File: src/rtl/hdmi_video_timing_if.sv
// Pixel-request bus and video bus of hdmi_video_timing, with master/slave modports.
// req_valid qualifies req_x/req_y for exactly one cycle. There is no ready: the slave answers with pix_rgb one cycle later, every time.
interface hdmi_video_timing_if;
    logic        req_valid;
    logic [10:0] req_x;
    logic [10:0] req_y;
    logic [23:0] pix_rgb;
    logic [23:0] hdmi_d;
    logic        hdmi_de;
    logic        hdmi_hsync;
    logic        hdmi_vsync;
    logic        frame_start;

    modport master (
        output req_valid, req_x, req_y,
        output hdmi_d, hdmi_de, hdmi_hsync, hdmi_vsync, frame_start,
        input  pix_rgb
    );

    modport slave (
        input  req_valid, req_x, req_y,
        input  hdmi_d, hdmi_de, hdmi_hsync, hdmi_vsync, frame_start,
        output pix_rgb
    );
endinterface

File: src/rtl/hdmi_video_timing.sv
// Raster timing and pixel stream for the ADV7511, started by the register-configuration done flag.
// Optional colour-bar generator (adds port test_sel) is enabled by defining HDMI_TEST_PATTERN_EN.
module hdmi_video_timing #(
    parameter int H_ACTIVE = 640,
    parameter int H_FP     = 16,
    parameter int H_SYNC   = 96,
    parameter int H_BP     = 48,
    parameter int V_ACTIVE = 480,
    parameter int V_FP     = 10,
    parameter int V_SYNC   = 2,
    parameter int V_BP     = 33
) (
    input  logic                clk,
    input  logic                rst,
    input  logic                cfg_done,
`ifdef HDMI_TEST_PATTERN_EN
    input  logic                test_sel,
`endif
    output logic                dbg_state,
    hdmi_video_timing_if.master vid
);
    localparam logic [10:0] HA       = 11'(H_ACTIVE);
    localparam logic [10:0] HS_START = 11'(H_ACTIVE + H_FP);
    localparam logic [10:0] HS_END   = 11'(H_ACTIVE + H_FP + H_SYNC);
    localparam logic [10:0] H_LAST   = 11'(H_ACTIVE + H_FP + H_SYNC + H_BP - 1);
    localparam logic [10:0] VA       = 11'(V_ACTIVE);
    localparam logic [10:0] VS_START = 11'(V_ACTIVE + V_FP);
    localparam logic [10:0] VS_END   = 11'(V_ACTIVE + V_FP + V_SYNC);
    localparam logic [10:0] V_LAST   = 11'(V_ACTIVE + V_FP + V_SYNC + V_BP - 1);

    typedef enum logic {WAIT_CFG = 1'b0, RUN = 1'b1} state_t;

    state_t      state;
    logic        run_q;
    logic [10:0] h;
    logic [10:0] v;
    logic        active;
    logic        hs_zone;
    logic        vs_zone;
    logic        s1_hs_n;
    logic        s1_vs_n;
    logic        s1_fs;
    logic        s2_de;
    logic        s2_hs_n;
    logic        s2_vs_n;
    logic        s2_fs;
    logic [23:0] pix_sel;

    assign dbg_state = state;

    // run_q lags the state by one edge so (0,0) reaches the request stage two edges after cfg_done is seen.
    assign active  = run_q && (h < HA) && (v < VA);
    assign hs_zone = run_q && (h >= HS_START) && (h < HS_END);
    assign vs_zone = run_q && (v >= VS_START) && (v < VS_END);

`ifdef HDMI_TEST_PATTERN_EN
    localparam logic [10:0] BAR_W = 11'(H_ACTIVE / 8);

    logic [10:0] s2_x;
    logic [10:0] bar_q;
    logic [2:0]  bar_idx;
    logic [23:0] bar_rgb;

    always_comb begin
        bar_q   = s2_x / BAR_W;
        bar_idx = (bar_q > 11'd7) ? 3'd7 : bar_q[2:0];
        case (bar_idx)
            3'd0:    bar_rgb = 24'hFFFFFF;
            3'd1:    bar_rgb = 24'hFFFF00;
            3'd2:    bar_rgb = 24'h00FFFF;
            3'd3:    bar_rgb = 24'h00FF00;
            3'd4:    bar_rgb = 24'hFF00FF;
            3'd5:    bar_rgb = 24'hFF0000;
            3'd6:    bar_rgb = 24'h0000FF;
            default: bar_rgb = 24'h000000;
        endcase
    end

    assign pix_sel = test_sel ? bar_rgb : vid.pix_rgb;
`else
    assign pix_sel = vid.pix_rgb;
`endif

    always_ff @(posedge clk or posedge rst) begin
        if (rst) begin
            state           <= WAIT_CFG;
            run_q           <= 1'b0;
            h               <= 11'd0;
            v               <= 11'd0;
            vid.req_valid   <= 1'b0;
            vid.req_x       <= 11'd0;
            vid.req_y       <= 11'd0;
            s1_hs_n         <= 1'b1;
            s1_vs_n         <= 1'b1;
            s1_fs           <= 1'b0;
            s2_de           <= 1'b0;
            s2_hs_n         <= 1'b1;
            s2_vs_n         <= 1'b1;
            s2_fs           <= 1'b0;
`ifdef HDMI_TEST_PATTERN_EN
            s2_x            <= 11'd0;
`endif
            vid.hdmi_d      <= 24'h0;
            vid.hdmi_de     <= 1'b0;
            vid.hdmi_hsync  <= 1'b1;
            vid.hdmi_vsync  <= 1'b1;
            vid.frame_start <= 1'b0;
        end else begin
            case (state)
                WAIT_CFG: if (cfg_done) state <= RUN;
                RUN:      state <= RUN;
                default:  state <= WAIT_CFG;
            endcase
            run_q <= (state == RUN);

            if (run_q) begin
                if (h == H_LAST) begin
                    h <= 11'd0;
                    v <= (v == V_LAST) ? 11'd0 : v + 11'd1;
                end else begin
                    h <= h + 11'd1;
                end
            end

            // Request stage: the address leaves one cycle ahead of the pixel it fetches.
            vid.req_valid <= active;
            vid.req_x     <= active ? h : 11'd0;
            vid.req_y     <= active ? v : 11'd0;
            s1_hs_n       <= ~hs_zone;
            s1_vs_n       <= ~vs_zone;
            s1_fs         <= run_q && (h == 11'd0) && (v == 11'd0);

            // Alignment stage covers the source's read latency.
            s2_de   <= vid.req_valid;
            s2_hs_n <= s1_hs_n;
            s2_vs_n <= s1_vs_n;
            s2_fs   <= s1_fs;
`ifdef HDMI_TEST_PATTERN_EN
            s2_x    <= vid.req_x;
`endif

            vid.hdmi_d      <= s2_de ? pix_sel : 24'h0;
            vid.hdmi_de     <= s2_de;
            vid.hdmi_hsync  <= s2_hs_n;
            vid.hdmi_vsync  <= s2_vs_n;
            vid.frame_start <= s2_fs;
        end
    end
endmodule
File: src/flat_wrapper.sv
// flat-port wrapper written by rule: the top's interface ports become plain ports
module hdmi_video_timing_flat 
#(
    parameter int H_ACTIVE = 640,
    parameter int H_FP     = 16,
    parameter int H_SYNC   = 96,
    parameter int H_BP     = 48,
    parameter int V_ACTIVE = 480,
    parameter int V_FP     = 10,
    parameter int V_SYNC   = 2,
    parameter int V_BP     = 33
)
  (clk, rst, cfg_done, dbg_state, vid_req_valid, vid_req_x, vid_req_y, vid_hdmi_d, vid_hdmi_de, vid_hdmi_hsync, vid_hdmi_vsync, vid_frame_start, vid_pix_rgb);
  hdmi_video_timing_if vid_i ();
  input  logic clk;
  input  logic rst;
  input  logic cfg_done;
  output logic dbg_state;
  output wire logic [$bits(vid_i.req_valid)-1:0] vid_req_valid;
  output wire logic [$bits(vid_i.req_x)-1:0] vid_req_x;
  output wire logic [$bits(vid_i.req_y)-1:0] vid_req_y;
  output wire logic [$bits(vid_i.hdmi_d)-1:0] vid_hdmi_d;
  output wire logic [$bits(vid_i.hdmi_de)-1:0] vid_hdmi_de;
  output wire logic [$bits(vid_i.hdmi_hsync)-1:0] vid_hdmi_hsync;
  output wire logic [$bits(vid_i.hdmi_vsync)-1:0] vid_hdmi_vsync;
  output wire logic [$bits(vid_i.frame_start)-1:0] vid_frame_start;
  input wire logic [$bits(vid_i.pix_rgb)-1:0] vid_pix_rgb;
  assign vid_req_valid = vid_i.req_valid;
  assign vid_req_x = vid_i.req_x;
  assign vid_req_y = vid_i.req_y;
  assign vid_hdmi_d = vid_i.hdmi_d;
  assign vid_hdmi_de = vid_i.hdmi_de;
  assign vid_hdmi_hsync = vid_i.hdmi_hsync;
  assign vid_hdmi_vsync = vid_i.hdmi_vsync;
  assign vid_frame_start = vid_i.frame_start;
  assign vid_i.pix_rgb = vid_pix_rgb;
  hdmi_video_timing #(.H_ACTIVE(H_ACTIVE), .H_FP(H_FP), .H_SYNC(H_SYNC), .H_BP(H_BP), .V_ACTIVE(V_ACTIVE), .V_FP(V_FP), .V_SYNC(V_SYNC), .V_BP(V_BP)) u_core (.clk(clk), .rst(rst), .cfg_done(cfg_done), .dbg_state(dbg_state), .vid(vid_i));
endmodule
File: config.mk
export PLATFORM = sky130hd
export DESIGN_NAME = hdmi_video_timing_flat
export DESIGN_NICKNAME = d
export VERILOG_FILES = /design/src/rtl/hdmi_video_timing_if.sv /design/src/rtl/hdmi_video_timing.sv /design/src/flat_wrapper.sv
export SDC_FILE = /design/constraint.sdc
export NUM_CORES = 1
export LEC_CHECK = 0
export CAP_MARGIN = 20
export CORE_MARGIN = 2
export CORE_UTILIZATION = 35
export CTS_CLUSTER_DIAMETER = 30
export DETAILED_ROUTE_END_ITERATION = 6
export GPL_TIMING_DRIVEN = 0
export REMOVE_ABC_BUFFERS = 1
export SYNTH_ARGS = -nofsm -noshare
export SYNTH_HDL_FRONTEND = slang
export SYNTH_SLANG_ARGS = --single-unit
File: constraint.sdc
create_clock -name clk -period 3.65 [get_ports clk]
set_clock_uncertainty 0.1 [all_clocks]
set_input_delay 0.73 -clock clk [delete_from_list [all_inputs] [get_ports clk]]
set_output_delay 0.73 -clock clk [all_outputs]
set_load 0.02 [all_outputs]
==> flow_summary.ini, run 1 <==
[clock_network]
clock_path_buffers = 2
cts_tree = built
cts_made_buffers = 9
cts-root-buf = clkbuf_8
post_cts_resized = 0
cts-htree-levels = 3
clock-sinks = 82
post_cts_buffers = 0
path_clk_slew_ns = 0.09
hold_buffers = 0
insertion_delay_ns = 0.35

[placement]
place_area_mm2 = 0.00398
dp.cells = 427
dp_hpwl_um = 4300
routabilityCongestion = 0.859
pre_cts_ws_ns = 1.40
port_buffers = 78

[power]
power.leakage_nw = 1.79
irDropWorstVdd_v = 0.000234
powerDensity_mw_per_mm2 = 494

[layout]
final_core_util_pct = 48.1
antenna_cells = 0
final_area_mm2 = 0.00416
area_delta_synth_final_pct = 34.2
nets = 361
instances_no_fill = 443
drive_gt1_share_pct = 9.85
fill_cells = 806

[sta]
slew_headroom_pct = 52.2
max_freq_mhz = 434
rsz0062_at_grt = no
finalHoldViolCount = 0
tightest_slew_ns = 0.715
setup_ws_ns = 1.34
setup_viol = 0
slew_viol_final = 0
fin_crit_sh_pct = 63.2
layout_min_cycle_time_ns = 2.31

[critical_path]
critPathBufInv = 1
start_kind = flip-flop
required_ns = 2.82
r2r_slack_ns = 1.42
r2r-start = u_core.h[7]
crit_type = reg -> out
crit_cells = 1
reg2regPathDepth = 4
path_cells = clkdlybuf4s50_1
crit_path_start = u_core.vid.hdmi_vsync
arrival_ns = 1.48
reg2reg_to = u_core.vid.req_x[5]
crit_path_max_incr_delay_ns = 0.60
crit_fanout = 1
cp_slowest_cell = clkdlybuf4s50_1
end_kind = output pin
crit_family = buffers and inverters
endpoint = vid_hdmi_vsync

[routing]
drt-total-wl_um = 6320
drt_drc_violations_left = 0
wl_per_cell_um = 14.3
drt_pass1_iterations = 4
via_per_inst = 4.80
drt_iter0_drc = 81
postRouteAntennaNets = 0
vias = 2125

[yosys]
synth_seq_area_share_pct = 66.5
netlist.top_cell.by_area = dfrtp_1
synth_edf_count = 0
synth_cell_types = 37
async_flop_share_pct = 100
syn_inst = 251
ys_warn_count = 0
synth_top_area_share_pct = 61.4
synthesis.area_mm2 = 0.00310
synth_area_per_cell_um2 = 12.3
ys.flop_type = dfrtp_1
ys_top_cells_by_area = dfrtp_1, and2_1, dfstp_2, nor3_1, xnor2_1
ys_ff_latch = 82

[grt]
grt_pass1_wl_um = 10600
grt_pass1_vias = 2133
grt_overflow = 0
grt_max_degree = 66
antenna_found_initial = 0
grtUsageTotal_pct = 13.9

[run_status]
status = finished clean

[run]
cap_violations = 0

[floorplan]
die_h_um = 98.1
rows = 34
initial_core_util_pct = 35.9
die_w_um = 98.1
fp.dieArea_mm2 = 0.00962
core_mm2 = 0.00864
ios = 79

[hold_path]
hold_path.class = reg -> reg
-- power by group --
part | switching (W) | internal [W]
logic | 0.000187 | 0.000197
registers | 0.0000747 | 0.000994
clock network | 0.000345 | 0.000254
total | 0.000607 | 0.00145
-- worst min path at each step --
stage / start / endpoint / slack (ns) / depth (start not counted)
after floorplan: u_core.s1_fs / u_core.s2_fs / 0.23 / 0
after global placement: u_core.s2_fs / u_core.vid.frame_start / 0.24 / 0
after detailed placement: u_core.s1_fs / u_core.s2_fs / 0.24 / 0
after CTS: u_core.s1_hs_n / u_core.s2_hs_n / 0.25 / 0
after global routing: u_core.s1_vs_n / u_core.s2_vs_n / 0.25 / 0
final: u_core.s1_hs_n / u_core.s2_hs_n / 0.25 / 0
-- logic make-up (layout without fill, tap and decap cells) --
family | after synthesis | after routing | synth area share [%]
DFF | 82 | 82 | 66.5
buffers and inverters | 23 | 105 | 3.52
AOI/OAI and AO/OA | 18 | 18 | 3.56
adders and majority gates | 4 | 4 | 1.62
other | 1 | 3 | 0.121
muxes | 1 | 1 | 0.323
and+or+nand+nor | 110 | 110 | 21.0
xor gates and xnor gates | 12 | 12 | 3.39
-- Yosys cell counts, types with 3 or more instances --
master     n
a31oi_1    3
and2_1    34
buf_6      3
clkbuf_1  10
dfrtp_1   76
dfstp_2    6
ha_1       4
inv_1     10
nand2_1   14
nand3_1   11
nand4_1    8
nor2_1     7
nor3_1    15
nor4_1     4
o21ai_0    8
xnor2_1    7
xor2_1     5
-- routing by layer --
layer	global-route usage (%)	vias up	wire, um
li1	-	992	-
met1	20.1	1031	3060
met5	0	-	0
met3	3.51	13	433
met2	19.6	89	2700
met4	6.73	0	131
-- sequential cells by signal, indices dropped and copies added (netlist names), 11 cells and up --
name / flops
u_core.vid.req_x: 11
u_core.vid.req_y: 11
u_core.v: 11
u_core.h: 11
u_core.vid.hdmi_d: 24
-- cell usage in the layout (no fill, tap or decap), types with 4 or more instances in the layout --
cell | netlist | routed
and2_1 | 34 | 34
nor4_1 | 4 | 4
o21ai_0 | 8 | 8
dfstp_2 | 6 | 6
xnor2_1 | 7 | 7
dfrtp_1 | 76 | 76
ha_1 | 4 | 4
inv_1 | 10 | 9
clkdlybuf4s50_1 | 0 | 78
nand2_1 | 14 | 14
xor2_1 | 5 | 5
nand4_1 | 8 | 8
nor2_1 | 7 | 7
clkbuf_8 | 0 | 9
nand3_1 | 11 | 11
nor3_1 | 15 | 15
-- cell type report --
type | count | area (um^2) | area share [%]
Tap cell | 108 | 135 | 3.25
Timing Repair Buffer | 79 | 808 | 19.4
Inverter | 10 | 40.0 | 0.963
Clock inverter | 6 | 50.0 | 1.20
Sequential cell | 82 | 2060 | 49.5
Multi-Input combinational cell | 148 | 936 | 22.5
Clock buffer | 10 | 128 | 3.07
-- through the flow --
stage	hold WS, ns	total power, W	TNS (ns)
CTS	0.250	0.00208	0
global placement	0.238	0.00146	-42.53
finish	0.254	0.00205	0
global route	0.255	0.00215	0
floorplan	0.231	0.00129	0
detailed placement	0.244	0.00147	0
Note: power is estimated with default switching activity, not from simulation.
==> run 2: changes to the inputs <==
Clock period 3.65 ns to 2 ns, I/O delays scaled along.
==> flow_summary.ini, run 2 (synthesis gave the netlist of run 1 again) <==
[clock_network]
cts_tree = built
hold_buffers = 0
insertion_delay_ns = 0.35
cts-root-buf = clkbuf_8
path_clk_slew_ns = 0.09
cts-htree-levels = 3
clock-sinks = 82
clock_path_buffers = 2
cts_made_buffers = 9

[floorplan]
initial_core_util_pct = 35.9
die_h_um = 98.1
core_mm2 = 0.00864
ios = 79
die_w_um = 98.1
fp.dieArea_mm2 = 0.00962
rows = 34

[routing]
vias = 2170
drt_pass1_iterations = 4
drt-total-wl_um = 6490
drt_iter0_drc = 93
wl_per_cell_um = 14.2
drt_drc_violations_left = 0
via_per_inst = 4.74
postRouteAntennaNets = 0

[sta]
fin_crit_sh_pct = 95.6
slew_viol_final = 0
rsz0062_at_grt = no
max_freq_mhz = 523
finalHoldViolCount = 0
setup_viol = 0
hold_slack_ns = 0.241
tightest_slew_ns = 0.524
layout_min_cycle_time_ns = 1.91
setup_ws_ns = 0.0871
finalSetupTns_ns = 0
slew_headroom_pct = 64.7

[placement]
pre_cts_ws_ns = -0.252
routabilityCongestion = 0.859
port_buffers = 78
dp_hpwl_um = 4300
place_area_mm2 = 0.00398

[power]
powerDensity_mw_per_mm2 = 879
seqPwrFrac_pct = 51.7
clkPwrFrac_pct = 28.9
p_sw_w = 0.00113
sw_frac_of_total_pct = 29.8
p_int_w = 0.00266
power.leakage_nw = 1.87
irDropWorstVdd_v = 0.000431
p_comb_share_pct = 19.4

[grt]
grt_overflow = 0
grt_max_degree = 66
grt_pass1_vias = 2133
grtUsageTotal_pct = 13.9
antenna_found_initial = 0
grt_pass1_wl_um = 10700

[layout]
final_area_mm2 = 0.00431
max_flop_register = u_core.vid.hdmi_d
nets = 376
final_common_cell = clkdlybuf4s50_1
area_delta_synth_final_pct = 39.2
largest_reg_flops = 24
final_cell_mix = clkdlybuf4s50_1, dfrtp_1, and2_1
antenna_cells = 0
seqCellArea_mm2 = 0.00206
fill_cells = 799
drive_gt1_share_pct = 15.7
multi_input_area_um2 = 968

[critical_path]
crit_family = simple AND/OR/NAND/NOR gates
crit_path_max_incr_delay_ns = 0.51
critPathBufInv = 1
crit_type = reg -> reg
arrival_ns = 2.05
crit_fanout = 5
cp_slowest_cell = or3_4
required_ns = 2.13
start_kind = flip-flop
path_cells = ha_4 -> nand4_1 -> or3_4 -> buf_4 -> o21ai_0 -> o21ai_1
end_kind = flip-flop

[run_status]
status = finished clean

[run]
cap_violations = 0

[hold_path]
hold_path.class = in -> async
## run 2: cell types whose count changed in the layout (fill, tap and decap cells not counted), moves of 2 or more
| cell | change |
|---|---|
| dfrtp_1 | -4 |
| dfrtp_2 | +4 |
| clkdlybuf4s50_1 | -2 |
| buf_4 | +15 |
| dlymetal6s2s_1 | +2 |
## run 2: cell type report
cell class              count  area share [%]
flip-flops and latches     82            47.9
repair buffers             94            21.5
inverters                  10           0.929
clock buffers              10            2.96
well taps                 108            3.13
multi-input cells         148            22.5
clock inverters             6            1.16
## run 2: power groups by stage
stage	registers, W	logic [W]	clock network [W]
5_1_grt	0.00198	0.000797	0.00119
3_5_place_dp	0.00198	0.000707	0
6_report	0.00196	0.000734	0.00110
4_1_cts	0.00195	0.000722	0.00114
2_1_floorplan	0.00207	0.000284	0
3_3_place_gp	0.00197	0.000691	0
## run 2: routing by layer
layer | global-route usage, % | share of wire (%) | vias up
li1 | - | - | 1025
met5 | 0 | 0 | -
met4 | 6.09 | 1.6 | 0
met2 | 20.0 | 44 | 81
met3 | 3.51 | 6.4 | 11
met1 | 20.1 | 48 | 1053
## run 2: worst paths after layout
path,start,end,slack [ns],depth (start not counted)
min in group clk,u_core.s1_hs_n,u_core.s2_hs_n,0.25,0
worst max register to register,u_core.h[0],u_core.v[2],0.09,6
max in group asynchronous,rst,u_core.vid.hdmi_vsync,0.94,3
worst min-delay path,rst,u_core.vid.req_x[3],0.24,2
worst min register to register,u_core.s1_hs_n,u_core.s2_hs_n,0.25,0
worst max-delay path,u_core.h[0],u_core.v[2],0.09,6
## run 2: through the flow
stage	total power (W)	util, %	instances
after floorplan	0.00235	-	240
after global placement	0.00267	45.7	426
after detailed placement	0.00269	46.1	427
after CTS	0.00381	48.4	445
after global routing	0.00397	49.9	458
final	0.00379	49.9	458
## run 2: repair_timing
| item | in CTS | in global routing |
|---|---|---|
| gates resized for setup | 2 | 10 |
| setup buffers | 2 | 13 |
| endpoints found under the setup margin | 19 | 23 |
| pin swaps | 0 | 4 |
| hold endpoints to repair | 0 | 0 |
==> run 3: changes to the inputs <==
Settings changed: CORE_UTILIZATION 35 to 44, HOLD_SLACK_MARGIN set to 0.12, PLACE_DENSITY set to 0.76.
==> flow_summary.ini, run 3 (synthesis gave the netlist of run 1 again) <==
[layout]
seqCellArea_mm2 = 0.00206
max_flop_register = u_core.vid.hdmi_d
final_common_cell = clkdlybuf4s50_1
instances_no_fill = 438
area_delta_synth_final_pct = 36.3
largest_reg_flops = 24
final_area_mm2 = 0.00422
antenna_cells = 0
drive_gt1_share_pct = 13.2
multi_input_area_um2 = 956
fill_cells = 543
final_cell_mix = clkdlybuf4s50_1, dfrtp_1, and2_1
nets = 368

[clock_network]
insertion_delay_ns = 0.35
path_clk_slew_ns = 0.09
cts-root-buf = clkbuf_8
cts-htree-levels = 3
cts_tree = built
cts_made_buffers = 9
clock_path_buffers = 2
clock-sinks = 82

[critical_path]
arrival_ns = 2.14
crit_fanout = 7
start_kind = flip-flop
required_ns = 2.18
r2r-start = u_core.h[5]
crit_type = reg -> reg
critPathBufInv = 0
cpMostUsedCell = or3_4
end_kind = flip-flop
path_cells = or3_4 -> or3_4 -> nor4_4 -> xor2_1
cp_slowest_cell = or3_4
crit_family = simple AND/OR/NAND/NOR gates
crit_path_max_incr_delay_ns = 0.46
crit_path_start = u_core.h[5]

[grt]
grt_pass1_wl_um = 9810
grt_pass1_vias = 2002
grt_overflow = 0
antenna_found_initial = 0
grtUsageTotal_pct = 16.8
grt_max_degree = 61

[sta]
layout_min_cycle_time_ns = 1.96
finalHoldViolCount = 0
fin_crit_sh_pct = 97.8
setup_ws_ns = 0.0430
finalSetupTns_ns = 0
max_freq_mhz = 511
slew_headroom_pct = 63.3
slew_viol_final = 0
rsz0062_at_grt = yes
tightest_slew_ns = 0.551
setup_viol = 0

[power]
power.leakage_nw = 1.83
powerDensity_mw_per_mm2 = 889
fin_total_pwr_w = 0.00375
irDropWorstVdd_v = 0.000500

[routing]
postRouteAntennaNets = 0
via_per_inst = 4.86
drt_drc_violations_left = 0
vias = 2127
drt-total-wl_um = 6110
wl_per_cell_um = 14.0
drt_iter0_drc = 94
drt_pass1_iterations = 5

[floorplan]
die_w_um = 87.9
fp.dieArea_mm2 = 0.00772
ios = 79
initial_core_util_pct = 45.6
core_mm2 = 0.00679
die_h_um = 87.9
rows = 30

[placement]
port_buffers = 78
dp.cells = 415
pre_cts_ws_ns = -0.241
dp_hpwl_um = 4150
place_area_mm2 = 0.00396
routabilityCongestion = 0.805

[hold_path]
hold_path.class = in -> async

[run]
cap_violations = 0

[run_status]
status = finished clean
==> run 3: cell types whose count changed in the layout (fill, tap and decap cells not counted) <==
cell,before,now
buf_4,15,7
clkinv_4,2,1
clkinvlp_4,2,3
dfrtp_1,72,73
dfrtp_2,4,3
ha_1,3,4
ha_4,1,0
==> run 3: worst reg2reg max path, cell delays in order, from the launching register on <==
cell and delay [ns]:
dfrtp_2 0.45, or3_4 0.44, or3_4 0.46, nor4_4 0.28, xor2_1 0.15
==> run 3: worst paths after layout <==
check                                            end  depth (start not counted)  slack, ns
worst max-delay path                     u_core.v[7]                          4       0.04
worst min-delay path            u_core.vid.hdmi_d[5]                          2       0.25
worst max register to register           u_core.v[7]                          4       0.04
min in group clk                        u_core.s2_fs                          0       0.25
worst min register to register          u_core.s2_fs                          0       0.25
max in group asynchronous             u_core.s1_hs_n                          3       0.93
==> run 3: stage by stage <==
step | util [%] | hold WS [ns]
floorplan | - | 0.231
global placement | 57.9 | 0.236
detailed placement | 58.3 | 0.239
CTS | 61.6 | 0.248
global route | 62.1 | 0.249
finish | 62.1 | 0.246
==> run 3: power breakdown <==
group / internal [W] / switching [W] / leakage, nW
Combinational: 0.000378 / 0.000351 / 0.742
Sequential: 0.00182 / 0.000132 / 1.01
Clock: 0.000461 / 0.000615 / 0.0795
==> run 3: timing repair <==
| item | CTS | global route |
|---|---|---|
| resized for setup | 4 | 5 |
| buffers inserted | 3 | 4 |
| pin swaps | 0 | 1 |
| gates cloned | 0 | 0 |
| endpoints found under the setup margin | 19 | 22 |
| hold endpoints to repair | 0 | 0 |
| hold buffers | 0 | 0 |
==> run 3: cell type report <==
| class | instances | area share [%] |
|---|---|---|
| Clock buffer | 10 | 3.02 |
| Clock inverter | 6 | 1.16 |
| Inverter | 10 | 0.948 |
| Multi-Input combinational cell | 148 | 22.6 |
| Sequential cell | 82 | 48.9 |
| Tap cell | 96 | 2.85 |
| Timing Repair Buffer | 86 | 20.5 |
==> run 3: per-layer routing <==
metal,GRT usage (%),up-vias,part of all wire (%)
li1,-,1009,-
met5,0,-,0
met3,4.81,10,7.2
met1,22.6,1025,44
met4,5.87,0,1.4
met2,26.3,83,47
